File: config.mk
export PLATFORM = sky130hd
export DESIGN_NAME = phase_readout
export DESIGN_NICKNAME = d
export VERILOG_FILES = /design/src/rtl/phase_readout.sv
export SDC_FILE = /design/constraint.sdc
export NUM_CORES = 1
export LEC_CHECK = 0
export CORE_MARGIN = 3
export CORE_UTILIZATION = 53
export DETAILED_ROUTE_END_ITERATION = 12
export PLACE_DENSITY = 0.72
export SLEW_MARGIN = 20
export SYNTH_ARGS = -nofsm -noshare
export SYNTH_HDL_FRONTEND = slang
export SYNTH_SLANG_ARGS = --single-unit
File: constraint.sdc
create_clock -name clk -period 3.5 [get_ports clk]
set_input_delay 0.7 -clock clk [delete_from_list [all_inputs] [get_ports clk]]
set_output_delay 0.7 -clock clk [all_outputs]
set_load 0.02 [all_outputs]
File: src/rtl/phase_readout.sv
// phase_readout: counts sync'd osc_a/osc_b disagreement over WINDOW samples and reports spin/tie/stuck.
// Optional PHASE_COUNT_OUT_EN exposes the final mismatch count on mismatch_count.
module phase_readout #(
  parameter int SYNC_STAGES   = 2,
  parameter int SETTLE_CYCLES = 4,
  parameter int WINDOW        = 1024
) (
  input  logic clk,
  input  logic rstn,
  input  logic osc_a,
  input  logic osc_b,
  input  logic start,
  output logic busy,
  output logic result_valid,
  input  logic result_ready,
  output logic spin,
  output logic tie,
  output logic stuck_a,
  output logic stuck_b
`ifdef PHASE_COUNT_OUT_EN
  ,
  output logic [$clog2(WINDOW+1)-1:0] mismatch_count
`endif
);
  localparam int CW = $clog2(WINDOW + 1);
  localparam int SW = $clog2(SETTLE_CYCLES + 1);
  typedef enum logic [1:0] {IDLE, SETTLE, MEASURE, DONE} state_t;
  state_t state_q;
  logic [SYNC_STAGES-1:0] sync_a_q, sync_b_q;
  logic [SW-1:0] settle_q;
  logic [CW-1:0] sample_q, mis_q, mis_d, count_q;
  logic [CW:0] mis2_d;
  logic sa, sb, ref_a_q, ref_b_q, tog_a_q, tog_b_q, tog_a_d, tog_b_d, last_d;
  logic busy_q, valid_q, spin_q, tie_q, stuck_a_q, stuck_b_q;
  assign sa = sync_a_q[SYNC_STAGES-1];
  assign sb = sync_b_q[SYNC_STAGES-1];
  // Next-sample values include the current cycle so the final sample counts too
  always_comb begin
    mis_d   = mis_q + CW'(sa ^ sb);
    tog_a_d = tog_a_q | (sa != ref_a_q);
    tog_b_d = tog_b_q | (sb != ref_b_q);
    mis2_d  = {mis_d, 1'b0};
    last_d  = sample_q == CW'(WINDOW - 1);
  end
  always_ff @(posedge clk or negedge rstn) begin
    if (!rstn) begin
      state_q   <= IDLE;
      sync_a_q  <= '0;
      sync_b_q  <= '0;
      settle_q  <= '0;
      sample_q  <= '0;
      mis_q     <= '0;
      count_q   <= '0;
      ref_a_q   <= 1'b0;
      ref_b_q   <= 1'b0;
      tog_a_q   <= 1'b0;
      tog_b_q   <= 1'b0;
      busy_q    <= 1'b0;
      valid_q   <= 1'b0;
      spin_q    <= 1'b0;
      tie_q     <= 1'b0;
      stuck_a_q <= 1'b0;
      stuck_b_q <= 1'b0;
    end else begin
      sync_a_q <= {sync_a_q[SYNC_STAGES-2:0], osc_a};
      sync_b_q <= {sync_b_q[SYNC_STAGES-2:0], osc_b};
      case (state_q)
        IDLE: if (start) begin
          state_q  <= SETTLE;
          settle_q <= '0;
          busy_q   <= 1'b1;
        end
        SETTLE: if (settle_q == SW'(SETTLE_CYCLES)) begin
          state_q  <= MEASURE;
          sample_q <= '0;
          mis_q    <= '0;
          tog_a_q  <= 1'b0;
          tog_b_q  <= 1'b0;
          ref_a_q  <= sa;
          ref_b_q  <= sb;
        end else begin
          settle_q <= settle_q + 1'b1;
        end
        MEASURE: begin
          mis_q    <= mis_d;
          tog_a_q  <= tog_a_d;
          tog_b_q  <= tog_b_d;
          sample_q <= sample_q + 1'b1;
          if (last_d) begin
            state_q   <= DONE;
            valid_q   <= 1'b1;
            spin_q    <= mis2_d < (CW+1)'(WINDOW);
            tie_q     <= mis2_d == (CW+1)'(WINDOW);
            stuck_a_q <= ~tog_a_d;
            stuck_b_q <= ~tog_b_d;
            count_q   <= mis_d;
          end
        end
        DONE: if (result_ready) begin
          state_q <= IDLE;
          valid_q <= 1'b0;
          busy_q  <= 1'b0;
        end
        default: state_q <= IDLE;
      endcase
    end
  end
  assign busy         = busy_q;
  assign result_valid = valid_q;
  assign spin         = spin_q;
  assign tie          = tie_q;
  assign stuck_a      = stuck_a_q;
  assign stuck_b      = stuck_b_q;
`ifdef PHASE_COUNT_OUT_EN
  assign mismatch_count = count_q;
`else
  logic unused_count;
  assign unused_count = ^count_q;
`endif
endmodule

# ---- Word level (Yosys, flattened, before mapping)
# Index checks and enable logic that the tools add are counted.
dict set report op_classes {
  addsub 3
  n_eq_ne 13
  mux 19
  reduce_logical 12
  magnitude_cmp 1
  bitwise_logic 5
}
# cell n
set op_table {}
lappend op_table {{$pmux 11 s2} 2}
lappend op_table {{$eq 11x10->1 const B} 2}
lappend op_table {{$lt 12x11->1 const B} 1}
lappend op_table {{$add 11x1->11} 1}
lappend op_table {{$add 11x1->11 const B} 1}
lappend op_table {{$mux 11} 1}
lappend op_table {{$ne 2x2->1 const B} 5}
lappend op_table {{$reduce_and 3->1} 3}
lappend op_table {{$mux 2} 4}
lappend op_table {{$pmux 1 s2} 4}
lappend op_table {{$pmux 2 s4} 1}
lappend op_table {{$reduce_bool 2->1} 4}
lappend op_table {{$mux 3} 2}
lappend op_table {{$pmux 3 s2} 1}
lappend op_table {{$reduce_and 2->1} 3}
lappend op_table {{$eq 2x2->1 const B} 2}
lappend op_table {{$mux 1} 4}
lappend op_table {{$reduce_and 4->1} 1}
lappend op_table {{$add 3x1->3 const B} 1}
lappend op_table {{$eq 3x3->1 const B} 1}
lappend op_table {{$eq 2x1->1 const B} 1}
lappend op_table {{$logic_not 2->1} 1}
lappend op_table {{$ne 1x1->1} 2}
lappend op_table {{$not 1->1} 2}
lappend op_table {{other kinds (2)} 3}
dict set report totals {
  word_cells 69
  ff_bits 41
  output_inout_bits 6
  input_bits 6
}

# ---- Longest topological paths before layout
dict set report depth {
  word_depth 3
  ltp_mapped 9
  depth_no_buf 8
}

# ---- Worst setup path after synthesis
# No wires, ideal clock.
dict set report synth_path {
  path_type {flip-flop to flip-flop}
  startpoint {register sync_b_q[1]}
  endpoint {register tie_q, in the netlist tie}
  setup_time_ps 92
  stages_incl_launch_ff 10
  arrival_ps 2003
  required_time_ps 3408
  path_slack_ps 1405
  period_less_slack_ps 2095
  n_path_buf 1
  cell_sequence {dfrtp_1 xor2_1 ha_1 ha_1 clkbuf_1 nand3_1 nor3_1 xnor2_1 nand4_1 o31ai_2}
}
dict set report synth_via {
  elab_chain_len 3
}
# element line
set synth_lines {}
lappend synth_lines {{start: declaration} 29} ;# logic [SYNC_STAGES-1:0] sync_a_q, sync_b_q;
lappend synth_lines {{start signal: assignment} 66} ;# sync_b_q <= {sync_b_q[SYNC_STAGES-2:0], osc_b};
lappend synth_lines {{$xor 1x1->1} 39} ;# mis_d = mis_q + CW'(sa ^ sb);
lappend synth_lines {{$add 11x1->11} 39}
lappend synth_lines {{$eq 11x10->1} 93} ;# tie_q <= mis2_d == (CW+1)'(WINDOW);
lappend synth_lines {{end signal: assignment} 93}
lappend synth_lines {{end: declaration} 34} ;# logic busy_q, valid_q, spin_q, tie_q, stuck_a_q, stuck_b_q;
# No other way between the ends.
# A chain may end at the register's enable or synchronous reset.

# ---- Final worst setup path
# Ends and elaborated chain as after synthesis.

==> flow_summary.toml <==
[synthesis]
synth_edf_count = 0
yosysSeqAreaShare_pct = 47.8
avgSynthCellArea_um2 = 9.75
synth-compound-area-share_pct = 15.8
syn_inst = 220
synth_nets = 236
synth_seq_cells = 41
synthXorXnorAreaFrac_pct = 6.12
async_reset_ff_share_pct = 100
yosysTopAreaCellShare_pct = 47.8
synthFlopType = "dfrtp_1"
syn_area_um2 = 2150
yosys-top-cells-area = "dfrtp_1, ha_1, nand2_1, o21ai_0, nor2_1"
synth_cell_types = 41
synth-adder-area-share_pct = 5.83
yosysWarnings = 0
synth_top_family_by_area = "simple AND/OR/NAND/NOR gates"
synthMuxAreaShare_pct = 2.51
yosysMostFrequentCell = "dfrtp_1"
synthTopCellsByCount = "dfrtp_1, nand2_1, nor2_1"
synthSimpleGateAreaFrac_pct = 19.2
yosysTopAreaCell = "dfrtp_1"

[worst_setup_path]
cp_slowest_cell = "dfrtp_1"
cp_max_fo = 8
critPathBufInv = 0
path_cells = "xor2_1 > ha_1 > ha_1 > nand3_1 > nor3_1 > xnor2_1 > nand4_1 > o31ai_2"
cpLargestDelayFamily = "simple AND/OR/NAND/NOR gates"
arrival_ns = 2.43
cpPeakStageDelay_ns = 0.41
critPathMostFrequentCell = "ha_1"
crit_type = "reg2reg"
startpoint_type = "flip-flop"
critPathRequiredTime_ns = 3.70
end_kind = "flip-flop"

[timing]
setup_ws_ns = 1.27
fin_hold_ws_ns = 0.353
hold_violations = 0
worstMarginPinSlew_ns = 0.888
post-route-period-util_pct = 63.7
rsz0062_at_grt = "false"
period_minus_slack_ns = 2.23
fin_skew_ns = 0.00497
fmax_mhz = 448
slew_headroom_pct = 40.8
finalSetupTns_ns = 0
finalSetupViolCount = 0
finalMaxSlewViolations = 0

[finish]
multi_input_area_um2 = 1060
final_area_um2 = 2400
drive_gt1_share_pct = 8.15
fin_util_pct = 63.5
syn_to_final_growth_pct = 11.7
nets = 248
antenna_cells = 0
final_cells = 281
num-fill-cells = 319
regArea_um2 = 1030

[place]
place.port_buffers = 11
finalWeightedCongestion = 0.935
dpl_cell_area_um2 = 2280
dp.cells = 273
place_ws_ns = 1.20
dp.final_hpwl_um = 2880

[clock_network]
clk_latency_ns = 0.29
post_cts_buffers = 0
cts.path.max_buffers = 2
cts.sinks = 41
postCtsResizedCells = 0
htreeDepth = 2
cts_tree = "yes"
numCtsBuffers = 5
cts_root_buf = "clkbuf_8"
clkTransAtPathRegs_ns = 0.08
hold_buffers = 0

[power]
leakage_nw = 1.02
p_total_mw = 1.61
ir_worst_vdd_v = 0.000329
powerDensity_nw_per_um2 = 673

[die]
io_pins = 12
fp.dieArea_um2 = 4850
row_count = 22
coreArea_um2 = 3770
initial_core_util_pct = 56.9
die_h_um = 69.6
fp.dieW_um = 69.6

[global_route]
gr-usage-all-layers_pct = 18.5
met3_usage_pct = 4.49
gr-total-overflow = 0
grt.met2_usage_pct = 29.0
antenna_found_initial = 0
met1_usage_pct = 24.6
grt_pass1_wl_um = 7250
top_usage_layer = "met2"
grt_pass1_vias = 1553
grt_max_degree = 42

[drt]
viasPerCell = 5.73
vias = 1610
drc = 0
postRouteAntennaNets = 0
drt_wl_total_um = 4110
detail_route.wl_per_cell_um = 14.6
drtIter0Drc = 114
drtPass1Iterations = 4

[run_status]
status = "finished, final reports clean"

[hold_path]
min_path_type = "reg2reg"

[run]
cap_violations = 0
-- path summary, 6_finish.rpt --
kind / from / slack (ns) / cells past startpoint / to
setup / recovery: sync_b_q[1] / 1.27 / 8 / tie
max in group asynchronous: rstn / 2.41 / 1 / mis_q[2]
setup reg to reg: sync_b_q[1] / 1.27 / 8 / tie
hold reg to reg: sync_a_q[0] / 0.35 / 0 / sync_a_q[1]
hold / removal: sync_a_q[0] / 0.35 / 0 / sync_a_q[1]
min in group asynchronous: rstn / 0.52 / 1 / settle_q[0]
-- registers in the layout, indices dropped and copies added, names as in the netlist --
register	count
tog_a_q	1
sample_q	11
ref_b_q	1
mis_q	11
spin	1
result_valid	1
tie	1
state_q	2
settle_q	3
sync_a_q	2
sync_b_q	2
tog_b_q	1
ref_a_q	1
stuck_b	1
busy	1
stuck_a	1
-- cell usage in the layout, fill, tap and decap left out, types with 2 or more instances in the layout --
cell             count
dfrtp_1             41
nand2_1             31
nor2_1              24
o21ai_0             19
xnor2_1             10
ha_1                10
clkdlybuf4s50_1     10
nand3_1              8
inv_1                7
a21oi_1              7
nand2b_1             6
a22o_1               6
clkbuf_8             6
xor2_1               5
o31ai_1              5
nor3_1               4
o31ai_2              3
and3_2               2
nand4_1              2
a21o_1               2
mux2i_1              2
mux2_2               2
-- layout make-up --
| cell class | count | share of cell area, % |
|---|---|---|
| Multi-Input combinational cell | 166 | 44.3 |
| Clock buffer | 7 | 3.60 |
| Inverter | 7 | 1.10 |
| Tap cell | 48 | 2.51 |
| Sequential cell | 41 | 42.8 |
| Timing Repair Buffer | 11 | 4.39 |
| Clock inverter | 1 | 1.25 |
-- report_power, final --
| part | leakage, nW | total, mW | internal, mW | switching [mW] |
|---|---|---|---|---|
| Clock | 0.0585 | 0.392 | 0.233 | 0.160 |
| Sequential | 0.531 | 0.662 | 0.567 | 0.0951 |
| Combinational | 0.435 | 0.558 | 0.227 | 0.330 |
| Total | 1.02 | 1.61 | 1.03 | 0.585 |
-- layer usage --
metal | wire length [µm] | vias up
met1 | 1940 | 785
met2 | 1930 | 35
met4 | 65 | 0
li1 | - | 785
met3 | 172 | 5
met5 | 0 | -
-- cells by family after synthesis --
family / after synthesis
AOI/OAI and AO/OA: 50
DFF: 41
and+or+nand+nor: 86
muxes: 5
xor gates and xnor gates: 15
buffers and inverters: 13
adders and majority gates: 10
Power figures use the tool's default switching activity.
